[src/rtl/gbt_link_watchdog_if.sv]
// Clock/reset bundle type and the channel-side signal bundle of the GBT link watchdog.
// Member names keep the watchdog's own port names so both sides read the same.
package gbt_link_watchdog_pkg;
  typedef struct packed {
    logic clk;
    logic reset;
  } ckrs_t;
endpackage

interface gbt_link_watchdog_if #(
  parameter int g_channels      = 4,
  parameter int g_timeout_width = 11,
  parameter int g_retry_width   = 3
);
  logic [g_channels-1:0]               enable_i;
  logic [g_channels-1:0]               ready_i;
  logic [g_channels-1:0]               los_i;
  logic [g_timeout_width-1:0]          timeout_ms_i;
  logic                                clear_i;
  logic [g_channels-1:0]               rst_o;
  logic [g_channels-1:0]               locked_o;
  logic [g_channels-1:0]               failed_o;
  logic [g_channels*g_retry_width-1:0] retry_cnt_o;
  logic                                tick_o;

  modport master (
    output enable_i, ready_i, los_i, timeout_ms_i, clear_i,
    input  rst_o, locked_o, failed_o, retry_cnt_o, tick_o
  );

  modport slave (
    input  enable_i, ready_i, los_i, timeout_ms_i, clear_i,
    output rst_o, locked_o, failed_o, retry_cnt_o, tick_o
  );
endinterface

[src/rtl/gbt_link_watchdog.sv]
// Multi-channel link watchdog: times out links that fail to come up, issues fixed
// reset pulses, counts consecutive retries and parks hopeless channels in FAILED.
module gbt_link_watchdog #(
  parameter int g_channels      = 4,
  parameter int g_tick_divider  = 120000,
  parameter int g_timeout_width = 11,
  parameter int g_pulse_cycles  = 16,
  parameter int g_max_retries   = 7,
  parameter int g_retry_width   = $clog2(g_max_retries + 1)
) (
  input  gbt_link_watchdog_pkg::ckrs_t ClkRs_ix,
  gbt_link_watchdog_if.slave           wd
);

  localparam int TCW = (g_tick_divider > 1) ? $clog2(g_tick_divider) : 1;
  localparam int PCW = (g_pulse_cycles > 1) ? $clog2(g_pulse_cycles) : 1;
  localparam logic [TCW-1:0]           TICK_LAST  = TCW'(g_tick_divider - 1);
  localparam logic [PCW-1:0]           PULSE_LAST = PCW'(g_pulse_cycles - 1);
  localparam logic [g_retry_width-1:0] RETRY_MAX  = g_retry_width'(g_max_retries);

  typedef enum logic [2:0] {
    ST_IDLE,
    ST_WAIT,
    ST_LOCKED,
    ST_RESET,
    ST_FAILED
  } state_t;

  logic clk;
  logic srst;
  assign clk  = ClkRs_ix.clk;
  assign srst = ClkRs_ix.reset;

  logic [TCW-1:0]             tick_cnt_q, tick_cnt_d;
  logic                       tick_q, tick_d;
  logic [g_channels-1:0]      ready_q, ready_d;
  logic [g_channels-1:0]      los_q, los_d;
  logic [g_timeout_width-1:0] tmo_last;

  // tick_q mirrors "counter == last" so channels consume each tick exactly once
  always_comb begin
    tick_cnt_d = (tick_cnt_q == TICK_LAST) ? '0 : tick_cnt_q + TCW'(1);
    tick_d     = (tick_cnt_d == TICK_LAST);
    ready_d    = wd.ready_i;
    los_d      = wd.los_i;
    tmo_last   = (wd.timeout_ms_i == '0) ? '0 : wd.timeout_ms_i - g_timeout_width'(1);
  end

  always_ff @(posedge clk) begin
    if (srst) begin
      tick_cnt_q <= '0;
      tick_q     <= 1'b0;
      ready_q    <= '0;
      los_q      <= '0;
    end else begin
      tick_cnt_q <= tick_cnt_d;
      tick_q     <= tick_d;
      ready_q    <= ready_d;
      los_q      <= los_d;
    end
  end

  logic [g_channels-1:0]               rst_vec;
  logic [g_channels-1:0]               locked_vec;
  logic [g_channels-1:0]               failed_vec;
  logic [g_channels*g_retry_width-1:0] retry_vec;

  for (genvar gi = 0; gi < g_channels; gi++) begin : g_ch
    state_t                     state_q, state_d;
    logic [g_timeout_width-1:0] timer_q, timer_d;
    logic [g_retry_width-1:0]   retry_q, retry_d;
    logic [PCW-1:0]             pulse_q, pulse_d;
    logic                       rst_q, locked_q, failed_q;

    always_comb begin
      state_d = state_q;
      timer_d = timer_q;
      retry_d = retry_q;
      pulse_d = pulse_q;
      if (!wd.enable_i[gi]) begin
        state_d = ST_IDLE;
        timer_d = '0;
        retry_d = '0;
        pulse_d = '0;
      end else begin
        case (state_q)
          ST_IDLE: begin
            state_d = ST_WAIT;
            timer_d = '0;
          end
          ST_WAIT: begin
            if (los_q[gi]) begin
              state_d = ST_RESET;
              pulse_d = '0;
            end else if (ready_q[gi]) begin
              state_d = ST_LOCKED;
              retry_d = '0;
            end else if (tick_q) begin
              // >= so a timeout lowered mid-wait still expires at the next tick
              if (timer_q >= tmo_last) begin
                if (retry_q == RETRY_MAX) begin
                  state_d = ST_FAILED;
                end else begin
                  state_d = ST_RESET;
                  retry_d = retry_q + g_retry_width'(1);
                  pulse_d = '0;
                end
              end else begin
                timer_d = timer_q + g_timeout_width'(1);
              end
            end
          end
          ST_LOCKED: begin
            retry_d = '0;
            if (los_q[gi]) begin
              state_d = ST_RESET;
              pulse_d = '0;
            end else if (!ready_q[gi]) begin
              state_d = ST_WAIT;
              timer_d = '0;
            end
          end
          ST_RESET: begin
            if (pulse_q == PULSE_LAST) begin
              state_d = ST_WAIT;
              timer_d = '0;
            end else begin
              pulse_d = pulse_q + PCW'(1);
            end
          end
          ST_FAILED: begin
            if (wd.clear_i) begin
              state_d = ST_WAIT;
              timer_d = '0;
              retry_d = '0;
            end
          end
          default: state_d = ST_IDLE;
        endcase
      end
    end

    always_ff @(posedge clk) begin
      if (srst) begin
        state_q  <= ST_IDLE;
        timer_q  <= '0;
        retry_q  <= '0;
        pulse_q  <= '0;
        rst_q    <= 1'b0;
        locked_q <= 1'b0;
        failed_q <= 1'b0;
      end else begin
        state_q  <= state_d;
        timer_q  <= timer_d;
        retry_q  <= retry_d;
        pulse_q  <= pulse_d;
        rst_q    <= (state_d == ST_RESET);
        locked_q <= (state_d == ST_LOCKED);
        failed_q <= (state_d == ST_FAILED);
      end
    end

    assign rst_vec[gi]    = rst_q;
    assign locked_vec[gi] = locked_q;
    assign failed_vec[gi] = failed_q;
    assign retry_vec[gi*g_retry_width +: g_retry_width] = retry_q;
  end

  assign wd.rst_o       = rst_vec;
  assign wd.locked_o    = locked_vec;
  assign wd.failed_o    = failed_vec;
  assign wd.retry_cnt_o = retry_vec;
  assign wd.tick_o      = tick_q;

endmodule

[src/flat_wrapper.sv]
// flat-port wrapper written by rule: the top's interface ports become plain ports
module gbt_link_watchdog_flat 
#(
  parameter int g_channels      = 4,
  parameter int g_tick_divider  = 120000,
  parameter int g_timeout_width = 11,
  parameter int g_pulse_cycles  = 16,
  parameter int g_max_retries   = 7,
  parameter int g_retry_width   = $clog2(g_max_retries + 1)
)
  (ClkRs_ix, wd_enable_i, wd_ready_i, wd_los_i, wd_timeout_ms_i, wd_clear_i, wd_rst_o, wd_locked_o, wd_failed_o, wd_retry_cnt_o, wd_tick_o);
  gbt_link_watchdog_if #(.g_channels(g_channels), .g_timeout_width(g_timeout_width), .g_retry_width(g_retry_width)) wd_i ();
  input  gbt_link_watchdog_pkg::ckrs_t ClkRs_ix;
  input wire logic [$bits(wd_i.enable_i)-1:0] wd_enable_i;
  input wire logic [$bits(wd_i.ready_i)-1:0] wd_ready_i;
  input wire logic [$bits(wd_i.los_i)-1:0] wd_los_i;
  input wire logic [$bits(wd_i.timeout_ms_i)-1:0] wd_timeout_ms_i;
  input wire logic [$bits(wd_i.clear_i)-1:0] wd_clear_i;
  output wire logic [$bits(wd_i.rst_o)-1:0] wd_rst_o;
  output wire logic [$bits(wd_i.locked_o)-1:0] wd_locked_o;
  output wire logic [$bits(wd_i.failed_o)-1:0] wd_failed_o;
  output wire logic [$bits(wd_i.retry_cnt_o)-1:0] wd_retry_cnt_o;
  output wire logic [$bits(wd_i.tick_o)-1:0] wd_tick_o;
  assign wd_i.enable_i = wd_enable_i;
  assign wd_i.ready_i = wd_ready_i;
  assign wd_i.los_i = wd_los_i;
  assign wd_i.timeout_ms_i = wd_timeout_ms_i;
  assign wd_i.clear_i = wd_clear_i;
  assign wd_rst_o = wd_i.rst_o;
  assign wd_locked_o = wd_i.locked_o;
  assign wd_failed_o = wd_i.failed_o;
  assign wd_retry_cnt_o = wd_i.retry_cnt_o;
  assign wd_tick_o = wd_i.tick_o;
  gbt_link_watchdog #(.g_channels(g_channels), .g_tick_divider(g_tick_divider), .g_timeout_width(g_timeout_width), .g_pulse_cycles(g_pulse_cycles), .g_max_retries(g_max_retries), .g_retry_width(g_retry_width)) u_core (.ClkRs_ix(ClkRs_ix), .wd(wd_i));
endmodule
[config.mk]
export PLATFORM = sky130hd
export DESIGN_NAME = gbt_link_watchdog_flat
export DESIGN_NICKNAME = d
export VERILOG_FILES = /design/src/rtl/gbt_link_watchdog_if.sv /design/src/rtl/gbt_link_watchdog.sv /design/src/flat_wrapper.sv
export SDC_FILE = /design/constraint.sdc
export NUM_CORES = 1
export LEC_CHECK = 0
export BUFFER_PORTS_ARGS = -buffer_cell sky130_fd_sc_hd__buf_2
export CORE_ASPECT_RATIO = 1.1
export CORE_MARGIN = 4
export CORE_UTILIZATION = 34
export DETAILED_ROUTE_END_ITERATION = 16
export GPL_TIMING_DRIVEN = 0
export SETUP_SLACK_MARGIN = 0.1
export SKIP_CTS_REPAIR_TIMING = 1
export SLEW_MARGIN = 20
export SYNTH_ARGS = -nofsm -noshare
export SYNTH_HDL_FRONTEND = slang
export SYNTH_SLANG_ARGS = --single-unit
[constraint.sdc]
create_clock -name ClkRs_ix -period 2.95 [get_ports ClkRs_ix]
set_clock_uncertainty 0.1 [all_clocks]
set_input_delay 0 -clock ClkRs_ix [delete_from_list [all_inputs] [get_ports ClkRs_ix]]
set_output_delay 0 -clock ClkRs_ix [all_outputs]
set_load 0.01 [all_outputs]
==> results of run 1 <==
-- cell families after synthesis --
family | Yosys count | share of synthesized area (%)
AOI/OAI and AO/OA | 222 | 19.0
xor gates and xnor gates | 26 | 2.89
adders and majority gates | 62 | 9.84
buffers and inverters | 78 | 4.41
DFF | 122 | 31.0
muxes | 34 | 4.38
and+or+nand+nor | 430 | 28.5
-- per-layer routing --
metal  GRT usage (%)  GRT overflow
met1            21.0             0
met2            29.7             0
met3            19.5             0
met4            31.0             1
met5            2.67             0
-- cells in the mapped netlist, types with 3 or more instances --
| cell type | number | area, um2 |
|---|---|---|
| a2111o_1 | 3 | 33.8 |
| a211o_1 | 4 | 35.0 |
| a211oi_1 | 6 | 45.0 |
| a21o_1 | 7 | 52.6 |
| a21oi_1 | 69 | 345 |
| a22o_1 | 6 | 52.6 |
| a311oi_1 | 3 | 26.3 |
| a31o_2 | 3 | 26.3 |
| a31oi_1 | 4 | 25.0 |
| and2_1 | 9 | 56.3 |
| and3_1 | 19 | 119 |
| and4_1 | 9 | 78.8 |
| buf_1 | 3 | 11.3 |
| buf_2 | 8 | 40.0 |
| buf_4 | 12 | 90.1 |
| clkbuf_1 | 23 | 86.3 |
| dfxtp_1 | 122 | 2440 |
| ha_1 | 62 | 776 |
| inv_1 | 32 | 120 |
| mux2_2 | 4 | 45.0 |
| mux2i_1 | 30 | 300 |
| nand2_1 | 109 | 409 |
| nand2b_1 | 33 | 206 |
| nand3_1 | 37 | 185 |
| nand3b_1 | 5 | 37.5 |
| nand4_1 | 22 | 138 |
| nor2_1 | 74 | 278 |
| nor2b_1 | 27 | 169 |
| nor3_1 | 25 | 125 |
| nor3b_1 | 4 | 30.0 |
| nor4_1 | 9 | 56.3 |
| o2111ai_1 | 8 | 70.1 |
| o211a_1 | 3 | 30.0 |
| o211ai_1 | 11 | 82.6 |
| o21a_1 | 3 | 22.5 |
| o21ai_0 | 36 | 180 |
| o21ai_1 | 11 | 55.1 |
| o31ai_1 | 10 | 75.1 |
| or3_1 | 23 | 144 |
| or4_1 | 12 | 90.1 |
| xnor2_1 | 12 | 105 |
| xor2_1 | 14 | 123 |
-- metrics by stage --
step	area, um2	worst slack, ns	cells
floorplan	7920	0.0957	974
global placement	8540	-0.585	1323
detailed placement	8540	-0.607	1323
CTS	12500	-0.685	1510
==> metrics.md, run 1 <==
| Metric | Value |
|---|---|
| Status | `aborted with a tool error` |
| Fail Step | `global routing (5_1_grt)` |
| First error | `[ERROR GRT-0232] Routing congestion too high. Check the congestion heatmap in the GUI.` |
| Initial Util | `34.5%` |
| Yosys reg bits | `122` |
| Post-DP HPWL | `14600 um` |
| RePlAce Congestion | `0.850` |
| Avg Cell Area, Syn | `8.09 um2` |
| Largest net degree at the start of global routing | `17` |
| Post-Syn Area | `0.00788 mm2` |
| I/O Buffers | `49` |
| Sequential area share after synthesis | `31.0%` |
| Synth Flop Type | `dfxtp_1` |
| Die Ht | `168 um` |
| Ys async rst share | `0%` |
| Distinct cells, synth | `81` |
| IO Pins | `51` |
| Die X | `153 um` |
| Site row count | `58` |
| Post-synth EDFFs | `0` |
| Syn. warnings | `0` |
| GRT overflow | `1` |
| Post-Syn Nets | `1062` |
| GRT Total Usage | `24.0%` |
| Mapped Cells | `974` |
==> inputs of run 2 (changes only) <==
--- a/config.mk
+++ b/config.mk
@@ -6,12 +6,11 @@
 export NUM_CORES = 1
 export LEC_CHECK = 0
 export BUFFER_PORTS_ARGS = -buffer_cell sky130_fd_sc_hd__buf_2
-export CORE_ASPECT_RATIO = 1.1
 export CORE_MARGIN = 4
-export CORE_UTILIZATION = 34
+export CORE_UTILIZATION = 20
 export DETAILED_ROUTE_END_ITERATION = 16
 export GPL_TIMING_DRIVEN = 0
-export SETUP_SLACK_MARGIN = 0.1
+export PLACE_DENSITY_LB_ADDON = 0.15
 export SKIP_CTS_REPAIR_TIMING = 1
 export SLEW_MARGIN = 20
 export SYNTH_ARGS = -nofsm -noshare
==> constraint.sdc (replaced) <==
create_clock -name ClkRs_ix -period 3.8 [get_ports ClkRs_ix]
set_clock_uncertainty 0.1 [all_clocks]
set_input_delay 0 -clock ClkRs_ix [delete_from_list [all_inputs] [get_ports ClkRs_ix]]
set_output_delay 0 -clock ClkRs_ix [all_outputs]
set_load 0.01 [all_outputs]
==> metrics.md, run 2 <==
| Metric | Value |
|---|---|
| Status | `complete, but fails checks` |
| Failing checks | `negative hold slack` |
| Power, Total | `7.90 mW` |
| Distinct cells, synth | `81 (unchanged)` |
| Commonest non-fill, non-tap cell in the layout | `clkbuf_16` |
| Fin area | `0.0128 mm2` |
| Worst-Margin Slew | `0.813 ns` |
| DIE AREA | `0.0427 mm2` |
| Setup_tns | `0 ns` |
| Post-synth top area share | `31.0% (unchanged)` |
| Sequential area share after synthesis | `31.0% (unchanged)` |
| Die Ht | `207 um (+23%)` |
| Mapped Cells | `974 (unchanged)` |
| GRT Total Usage | `15.1%` |
| Synth-to-Final Area Change | `62.6%` |
| Fillers | `3981` |
| Internal power | `5.59 mW` |
| Largest Register | `u_core.g_ch.timer_q` |
| Share of layout cells above drive strength 1 | `21.4%` |
| Cell leakage power | `5.37 nW` |
| Post-DRT Antenna Nets | `0` |
| Routed WL | `27100 um` |
| Switching portion of total power | `29.2%` |
| Largest fanout on the critical path | `10` |
| Hold crit path type | `in2reg` |
| Final #Nets | `1262` |
| TritonCTS clock tree | `built` |
| Synth Flop Type | `dfxtp_1` |
| Drt first-iter violations | `539` |
| CP required | `4.04 ns` |
| Slew Viols, Final | `0` |
| Largest net degree at the start of global routing | `17` |
| Synth top cells by count | `122 x dfxtp_1, 109 x nand2_1, 74 x nor2_1` |
| Regs by FF count | `u_core.g_ch.timer_q: 44 flops, u_core.tick_cnt_q: 17 flops, u_core.g_ch.pulse_q: 16 flops` |
| Max FFs per register | `44` |
| Post-Syn Nets | `1062 (unchanged)` |
| Ys async rst share | `0% (unchanged)` |
| Sw Pwr | `2.30 mW` |
| Site row count | `72 (+24%)` |
| Area of the core | `0.0388 mm2` |
| Via count | `8210` |
| First-pass GRT wire length | `43800 um` |
| Vias in the first global route | `9957` |
| Avg Cell Area, Syn | `8.09 um2 (unchanged)` |
| # setup viols final | `0` |
| CP Capture Type | `flop` |
| Final Hold Vio Count | `1` |
| Placement Cell Area | `0.00878 mm2 (+2.8%)` |
| Die X | `207 um (+35%)` |
| Fin crit period | `3.55 ns` |
| Yosys reg bits | `122 (unchanged)` |
| Sequential share of power | `18.3%` |
| Slew headroom | `45.4%` |
| Worst skew pair latency | `0.44 ns` |
| IO Pins | `51 (unchanged)` |
| Post-synth EDFFs | `0 (unchanged)` |
| I/O Buffers | `49 (unchanged)` |
| Synth area leaders | `dfxtp_1 31%, ha_1 9.8%, nand2_1 5.2%` |
| Worst setup SP type | `input pin` |
| Post-DP HPWL | `17200 um (+17%)` |
| Peak VDD IR | `0.334 mV` |
| Syn. warnings | `0 (unchanged)` |
| DRC errors left | `0` |
| Maximum clock rate | `281 MHz` |
| Clock transition at path regs | `0.06 ns` |
| TritonRoute pass-1 iters | `5` |
| Max cap viols | `0` |
| Kind of critical path | `in2reg` |
| Via/cell ratio | `4.71` |
| RePlAce Congestion | `0.749 (-12%)` |
| Clock share of power | `71.7%` |
| Post-Syn Area | `0.00788 mm2 (unchanged)` |
| Part of the cycle the worst path needs | `93.5%` |
| GRT overflow | `0` |
| Hold Slack | `-0.194 ns` |
| Most frequent cells in the layout | `140 x clkbuf_16, 122 x dfxtp_1, 108 x nand2_1` |
| Synth area leader | `dfxtp_1` |
| Wire per inst | `15.6 um` |
| Initial antenna violation count | `4` |
| Comb pwr share | `10.0%` |
| Cell with the most instances after synthesis | `dfxtp_1` |
| RSZ-0062 raised after global routing | `false` |
| Initial Util | `20.3% (-14 points)` |
| PD cells | `616 mW/mm2` |
| Worst Path Arrival | `3.79 ns` |
==> run 2: stage by stage <==
step | std cells | worst slack [ns] | hold slack (ns) | utilization, %
floorplan | 974 | 0.592 | 0.0282 | -
global placement | 1541 | -0.274 | 0.0824 | 22.6
CTS | 1730 | -0.0603 | -0.331 | 32.7
finish | 1742 | 0.247 | -0.194 | 33.0
global route | 1742 | 0.0104 | -0.191 | 33.0
detailed placement | 1541 | 0.00155 | 0.0824 | 22.6
==> run 2: cells by family (layout without fill, tap and decap cells) <==
kind of cell | count (synthesis) | in the layout | share of synthesized area [%]
DFF | 122 | 122 | 31.0
and+or+nand+nor | 430 | 430 | 28.5
muxes | 34 | 34 | 4.38
AOI/OAI and AO/OA | 222 | 222 | 19.0
other | 0 | 2 | 0
buffers and inverters | 78 | 326 | 4.41
adders and majority gates | 62 | 62 | 9.84
xor gates and xnor gates | 26 | 26 | 2.89
==> run 2: power groups by stage <==
stage / Clock, mW / Combinational (mW) / Sequential (mW)
2_1_floorplan: 0.484 / 0.555 / 1.45
3_3_place_gp: 0.485 / 0.777 / 1.48
3_5_place_dp: 0.485 / 0.766 / 1.48
4_1_cts: 5.88 / 0.787 / 1.45
5_1_grt: 6.04 / 0.895 / 1.46
6_report: 5.66 / 0.792 / 1.45
==> run 2: routing by layer <==
layer / vias to the layer above / GRT usage, % / share of wire (%)
met2: 371 / 16.1 / 43
met3: 132 / 15.6 / 9.7
li1: 4020 / - / -
met4: 4 / 20.4 / 4.8
met1: 3683 / 13.1 / 43
met5: - / 0 / 0.12
==> run 2: layout make-up <==
class	count	area, um2	share of cell area (%)
tap	518	648	5.06
clock inverter	30	325	2.54
inverter	29	109	0.849
buffer	46	228	1.78
antenna	2	5.00	0.0390
sequential	122	2440	19.1
clock buffer	162	3610	28.1
multi-input combinational	774	5110	39.9
timing repair buffer	59	345	2.69
==> run 2: critical path, stage by stage <==
cell and delay [ns]:
buf_2 0.12, nor4_1 0.38, nand3_1 0.19, or3_1 0.34, clkbuf_1 0.21, nand2_1 0.26, ha_1 0.29, and3_1 0.20
a221o_1 0.35, a221oi_2 0.36, a211oi_1 0.19, o311ai_2 0.43, clkbuf_16 0.22, clkbuf_16 0.12, clkbuf_16 0.11, inv_1 0.03
==> run 2: final timing paths <==
check / slack [ns] / start / end / cells after the start
max reg2reg: 0.86 / u_core.g_ch[0].timer_q[5] / u_core.g_ch[0].state_q[1] / 10
min: -0.19 / wd_enable_i[1] / u_core.g_ch[1].locked_q / 3
min reg2reg: 0.36 / u_core.tick_cnt_q[0] / u_core.tick_cnt_q[0] / 1
max: 0.25 / wd_timeout_ms_i[6] / u_core.g_ch[0].state_q[1] / 16
(Power assumes the default switching activity.)
==> inputs of run 3 (changes only) <==
--- a/config.mk
+++ b/config.mk
@@ -11,6 +11,7 @@
 export DETAILED_ROUTE_END_ITERATION = 16
 export GPL_TIMING_DRIVEN = 0
 export PLACE_DENSITY_LB_ADDON = 0.15
+export REMOVE_ABC_BUFFERS = 1
 export SKIP_CTS_REPAIR_TIMING = 1
 export SLEW_MARGIN = 20
 export SYNTH_ARGS = -nofsm -noshare
==> metrics.md, run 3 (synthesis results as in run 2) <==
| Metric | Value |
|---|---|
| Status | `complete, but fails checks` |
| Failing checks | `negative hold slack` |
| Largest net degree at the start of global routing | `21 (+4)` |
| Fin area | `0.0122 mm2 (-5.1%)` |
| Ant. Diodes | `0 (-2)` |
| Most frequent cells in the layout | `125 x clkbuf_16, 122 x dfxtp_1, 109 x nand2_1` |
| Worst setup SP type | `clock port` |
| Wire per inst | `15.5 um (-0.15%)` |
| Sw Pwr | `2.15 mW (-6.9%)` |
| CP required | `4.07 ns (+0.03 ns)` |
| TritonRoute pass-1 iters | `5 (unchanged)` |
| Hold Slack | `-0.197 ns (-0.00319 ns)` |
| # setup viols final | `0 (unchanged)` |
| CP most frequent cell | `clkbuf_16` |
| Via count | `7949 (-3.2%)` |
| Initial Util | `20.3% (unchanged)` |
| Cell leakage power | `5.02 nW (-6.4%)` |
| Synth-to-Final Area Change | `54.3%` |
| Final #Nets | `1200 (-4.9%)` |
| Peak VDD IR | `0.282 mV (-16%)` |
| Site row count | `72 (unchanged)` |
| Placement Cell Area | `0.00855 mm2 (-2.6%)` |
| WP depth | `13 (-3)` |
| RePlAce Congestion | `0.766 (+2.2%)` |
| CP Capture Type | `flop` |
| Worst Path Arrival | `3.77 ns (-0.02 ns)` |
| Worst-Margin Slew | `0.838 ns (+0.0246 ns)` |
| Clock share of power | `68.8% (-2.9 points)` |
| Vias in the first global route | `9669 (-2.9%)` |
| DRC errors left | `0 (unchanged)` |
| Final core occ | `31.3% (-1.7 points)` |
| Largest fanout on the critical path | `13 (+3)` |
| Clock transition at path regs | `0.06 ns (about the same)` |
| DP Worst Slack | `-0.399 ns (-0.400 ns)` |
| Routed WL | `26000 um (-4.1%)` |
| Setup_tns | `0 ns (unchanged)` |
| Post-DP HPWL | `16500 um (-3.8%)` |
| Via/cell ratio | `4.75 (+0.81%)` |
| R2R setup slack | `0.91 ns (+0.05 ns)` |
| Area of the core | `0.0388 mm2 (unchanged)` |
| Placed insts | `1495 (-3.0%)` |
| RSZ-0062 raised after global routing | `false` |
| Regs by FF count | `u_core.g_ch.timer_q: 44 flops, u_core.tick_cnt_q: 17 flops, u_core.g_ch.pulse_q: 16 flops` |
| Share of layout cells above drive strength 1 | `19.7% (-1.7 points)` |
| Slew headroom | `43.7% (-1.8 points)` |
| GRT Total Usage | `14.5% (-0.56 points)` |
| Switching portion of total power | `30.6% (+1.5 points)` |
| Worst Path Buf+Inv | `8 (+2)` |
| TritonCTS clock tree | `built` |
| Largest Register | `u_core.g_ch.timer_q` |
| First-pass GRT wire length | `42300 um (-3.4%)` |
| Sequential share of power | `22.1% (+3.8 points)` |
| Critical Path Sink | `u_core.g_ch[2].locked_q` |
| Kind of critical path | `clk2reg` |
| Worst r2r src | `u_core.g_ch[2].timer_q[4]` |
| Crit Reg-Reg Endpoint | `u_core.g_ch[2].timer_q[0]` |
| Top delay family on crit path | `buffers and inverters` |
| Largest stage delay, worst path | `0.19 ns (-0.24 ns)` |
| DIE AREA | `0.0427 mm2 (unchanged)` |
| Die X | `207 um (unchanged)` |
| Post-DRT Antenna Nets | `0 (unchanged)` |
| Worst skew pair latency | `0.43 ns (about the same)` |
| Worst setup startpoint | `ClkRs_ix[0]` |
| Fillers | `4020 (+0.98%)` |
| Slew Viols, Final | `0 (unchanged)` |
| Finished Layout Cells | `1673 (-4.0%)` |
| Cell at the slowest stage of the critical path | `a22o_1` |
| FF-to-FF path depth | `8 (-2)` |
| IO Pins | `51 (unchanged)` |
| Final worst setup slack | `0.297 ns (+0.0500 ns)` |
| PD cells | `576 mW/mm2 (-6.5%)` |
| Power, Total | `7.00 mW (-11%)` |
| I/O Buffers | `49 (unchanged)` |
| Comb pwr share | `9.1% (-0.9 points)` |
| Final Hold Vio Count | `23 (+22)` |
| Drt first-iter violations | `439 (-19%)` |
| Crit path cell chain | `clkbuf_16 > clkbuf_16 > nor2b_1 > clkbuf_16 > clkbuf_16 > nand2_1 > clkbuf_16 > clkbuf_16 > nor2_1 > a22o_1 > clkbuf_16 > clkbuf_16 > nor2b_1` |
| Internal power | `4.86 mW (-13%)` |
| Hold crit path type | `in2reg` |
| GRT overflow | `0 (unchanged)` |
| Die Ht | `207 um (unchanged)` |
| Max cap viols | `0 (unchanged)` |
| Commonest non-fill, non-tap cell in the layout | `clkbuf_16` |
| Initial antenna violation count | `0 (-4)` |
| Max FFs per register | `44 (unchanged)` |
## run 3: cell count changes in the layout (fill, tap and decap cells not counted), sizes merged
cell	before	now
clkbuf	185	144
buf	72	49
bufinv	10	8
clkinv	9	7
diode	2	0
clkinvlp	6	7
dlygate4sd3	10	9
inv	34	35
## run 3: per-layer routing
| metal | wire length, um | up-vias | share of wire (%) | global-route usage (%) |
|---|---|---|---|---|
| met5 | 0 | - | 0 | 0 |
| met4 | 910 | 0 | 3.5 | 19.5 |
| met3 | 2190 | 94 | 8.4 | 14.2 |
| met2 | 11300 | 310 | 43 | 15.6 |
| met1 | 11600 | 3671 | 45 | 13.1 |
| li1 | - | 3874 | - | - |
## run 3: worst min path at each step
stage,slack (ns),start,to,depth (start not counted)
after floorplan,-0.03,ClkRs_ix[0],u_core.tick_cnt_q[15],1
after global routing,-0.18,wd_enable_i[1],u_core.g_ch[1].locked_q,3
after detailed placement,-0.03,ClkRs_ix[0],u_core.los_q[0],1
after global placement,-0.03,ClkRs_ix[0],u_core.los_q[0],1
final,-0.20,wd_enable_i[1],u_core.g_ch[1].locked_q,3
after CTS,-0.33,wd_ready_i[1],u_core.ready_q[1],2
## run 3: power by group through the flow
stage	logic, mW	clock network, mW	registers, mW
6_report	0.638	4.82	1.55
3_5_place_dp	0.614	0.413	1.57
2_1_floorplan	0.442	0.413	1.52
3_3_place_gp	0.615	0.413	1.58
4_1_cts	0.636	5.02	1.55
5_1_grt	0.726	5.15	1.57
## run 3: layout make-up
type | count | area (um2) | share of cell area [%]
multi-input cells | 774 | 5110 | 42.0
clock buffers | 144 | 3230 | 26.6
repair buffers | 58 | 335 | 2.76
clock inverters | 28 | 288 | 2.37
inverters | 29 | 109 | 0.895
well taps | 518 | 648 | 5.33
flip-flops and latches | 122 | 2440 | 20.1
## run 3: worst register-to-register path, cell delays in order, from the launching register on
cell	delay, ns
dfxtp_1	0.42
ha_1	0.29
a2111o_1	0.43
a311oi_2	0.46
o31ai_1	0.28
and3_1	0.28
clkbuf_16	0.15
clkbuf_16	0.13
mux2_2	0.25
==> inputs of run 4 (changes only) <==
--- a/config.mk
+++ b/config.mk
@@ -11,6 +11,7 @@
 export DETAILED_ROUTE_END_ITERATION = 16
 export GPL_TIMING_DRIVEN = 0
 export PLACE_DENSITY_LB_ADDON = 0.15
+export RECOVER_POWER = 25
 export REMOVE_ABC_BUFFERS = 1
 export SKIP_CTS_REPAIR_TIMING = 1
 export SLEW_MARGIN = 20
==> metrics.md, run 4 (synthesis results as in run 2) <==
| Metric | Value |
|---|---|
| RePlAce Congestion | `0.766 (unchanged)` |
| CP required | `4.07 ns (about the same)` |
| Final core occ | `31.3% (-0.048 points)` |
| Sw Pwr | `2.15 mW (about the same)` |
| DRC errors left | `0 (unchanged)` |
| Drt first-iter violations | `442 (+0.68%)` |
| Setup_tns | `0 ns (unchanged)` |
| Largest fanout on the critical path | `13 (unchanged)` |
| Regs by FF count | `u_core.g_ch.timer_q: 44 flops, u_core.tick_cnt_q: 17 flops, u_core.g_ch.pulse_q: 16 flops` |
| Site row count | `72 (unchanged)` |
| Initial Util | `20.3% (unchanged)` |
| Worst Path Arrival | `3.77 ns (about the same)` |
| Area of the core | `0.0388 mm2 (unchanged)` |
| Worst setup SP type | `clock port` |
| Final worst setup slack | `0.297 ns (-0.000439 ns)` |
| Power, Total | `7.00 mW (about the same)` |
| Ant. Diodes | `0 (unchanged)` |
| Cell leakage power | `4.96 nW (-1.3%)` |
| Vias in the first global route | `9669 (unchanged)` |
| Kind of critical path | `clk2reg` |
| Worst-Margin Slew | `0.837 ns (-0.000701 ns)` |
| Largest net degree at the start of global routing | `21 (unchanged)` |
| Max FFs per register | `44 (unchanged)` |
| Hold crit path type | `in2reg` |
| DP Worst Slack | `-0.399 ns (unchanged)` |
| Max cap viols | `0 (unchanged)` |
| Slew Viols, Final | `0 (unchanged)` |
| Commonest non-fill, non-tap cell in the layout | `clkbuf_16` |
| Worst skew pair latency | `0.43 ns (about the same)` |
| Final #Nets | `1200 (unchanged)` |
| I/O Buffers | `49 (unchanged)` |
| Status | `complete, but fails checks` |
| Post-DP HPWL | `16500 um (unchanged)` |
| Die X | `207 um (unchanged)` |
| Internal power | `4.86 mW (about the same)` |
| Die Ht | `207 um (unchanged)` |
| Share of layout cells above drive strength 1 | `18.4% (-1.3 points)` |
| Comb pwr share | `9.1% (about the same)` |
| RSZ-0062 raised after global routing | `false` |
| Finished Layout Cells | `1673 (unchanged)` |
| Via count | `7946 (-0.038%)` |
| TritonCTS clock tree | `built` |
| DIE AREA | `0.0427 mm2 (unchanged)` |
| Initial antenna violation count | `0 (unchanged)` |
| R2R setup slack | `0.91 ns (about the same)` |
| First-pass GRT wire length | `42300 um (unchanged)` |
| Peak VDD IR | `0.282 mV (-0.14%)` |
| Sequential share of power | `22.1% (about the same)` |
| Placed insts | `1495 (unchanged)` |
| Final Hold Vio Count | `23 (unchanged)` |
| Clock transition at path regs | `0.06 ns (about the same)` |
| Hold Slack | `-0.197 ns (+0.000224 ns)` |
| Most frequent cells in the layout | `125 x clkbuf_16, 122 x dfxtp_1, 109 x nand2_1` |
| TritonRoute pass-1 iters | `6 (+1)` |
| Failing checks | `negative hold slack` |
| IO Pins | `51 (unchanged)` |
| Routed WL | `26000 um (about the same)` |
| Wire per inst | `15.5 um (about the same)` |
| PD cells | `577 mW/mm2 (+0.15%)` |
| Slew headroom | `43.7% (+0.047 points)` |
| Post-DRT Antenna Nets | `0 (unchanged)` |
| GRT overflow | `0 (unchanged)` |
| Fin area | `0.0121 mm2 (-0.15%)` |
| CP Capture Type | `flop` |
| Placement Cell Area | `0.00855 mm2 (unchanged)` |
| Largest Register | `u_core.g_ch.timer_q` |
| Via/cell ratio | `4.75 (about the same)` |
| # setup viols final | `0 (unchanged)` |
| GRT Total Usage | `14.5% (unchanged)` |
| Synth-to-Final Area Change | `54.0%` |
| Clock share of power | `68.8% (about the same)` |
| Switching portion of total power | `30.7% (about the same)` |
-- run 4: changes by cell type in the layout (fill, tap and decap cells not counted) --
cell and change:
buf_2 -15, clkbuf_1 +15
-- run 4: routing by layer --
| metal | global-route usage (%) | routed length, um | vias up |
|---|---|---|---|
| li1 | - | - | 3874 |
| met2 | 15.6 | 11300 | 310 |
| met5 | 0 | 0 | - |
| met4 | 19.5 | 910 | 0 |
| met3 | 14.2 | 2220 | 94 |
| met1 | 13.1 | 11600 | 3668 |
-- run 4: power groups by stage --
stage / sequential (mW) / clock [mW] / combinational, mW
2_1_floorplan: 1.52 / 0.413 / 0.442
3_3_place_gp: 1.58 / 0.413 / 0.615
3_5_place_dp: 1.57 / 0.413 / 0.614
4_1_cts: 1.55 / 5.02 / 0.636
5_1_grt: 1.57 / 5.15 / 0.724
6_report: 1.55 / 4.82 / 0.637
-- run 4: worst paths after layout --
path                              from                        end  depth (start not counted)
max                        ClkRs_ix[0]    u_core.g_ch[2].locked_q                         13
min                     wd_enable_i[1]    u_core.g_ch[1].locked_q                          3
max reg2reg  u_core.g_ch[2].timer_q[4]  u_core.g_ch[2].timer_q[0]                          8
min reg2reg       u_core.tick_cnt_q[0]       u_core.tick_cnt_q[0]                          1
-- run 4: area by class of cell --
| cell class | instances | area [um2] |
|---|---|---|
| tap | 518 | 648 |
| multi-input combinational | 774 | 5110 |
| sequential | 122 | 2440 |
| clock inverter | 28 | 288 |
| clock buffer | 144 | 3230 |
| fill | 4032 | 26700 |
| timing repair buffer | 58 | 317 |
| inverter | 29 | 109 |
-- run 4: worst max-delay path, stage by stage --
cell	delay (ns)
clkbuf_16	0.14
clkbuf_16	0.17
nor2b_1	0.18
clkbuf_16	0.17
clkbuf_16	0.13
nand2_1	0.08
clkbuf_16	0.18
clkbuf_16	0.13
nor2_1	0.12
a22o_1	0.19
clkbuf_16	0.15
clkbuf_16	0.11
nor2b_1	0.11
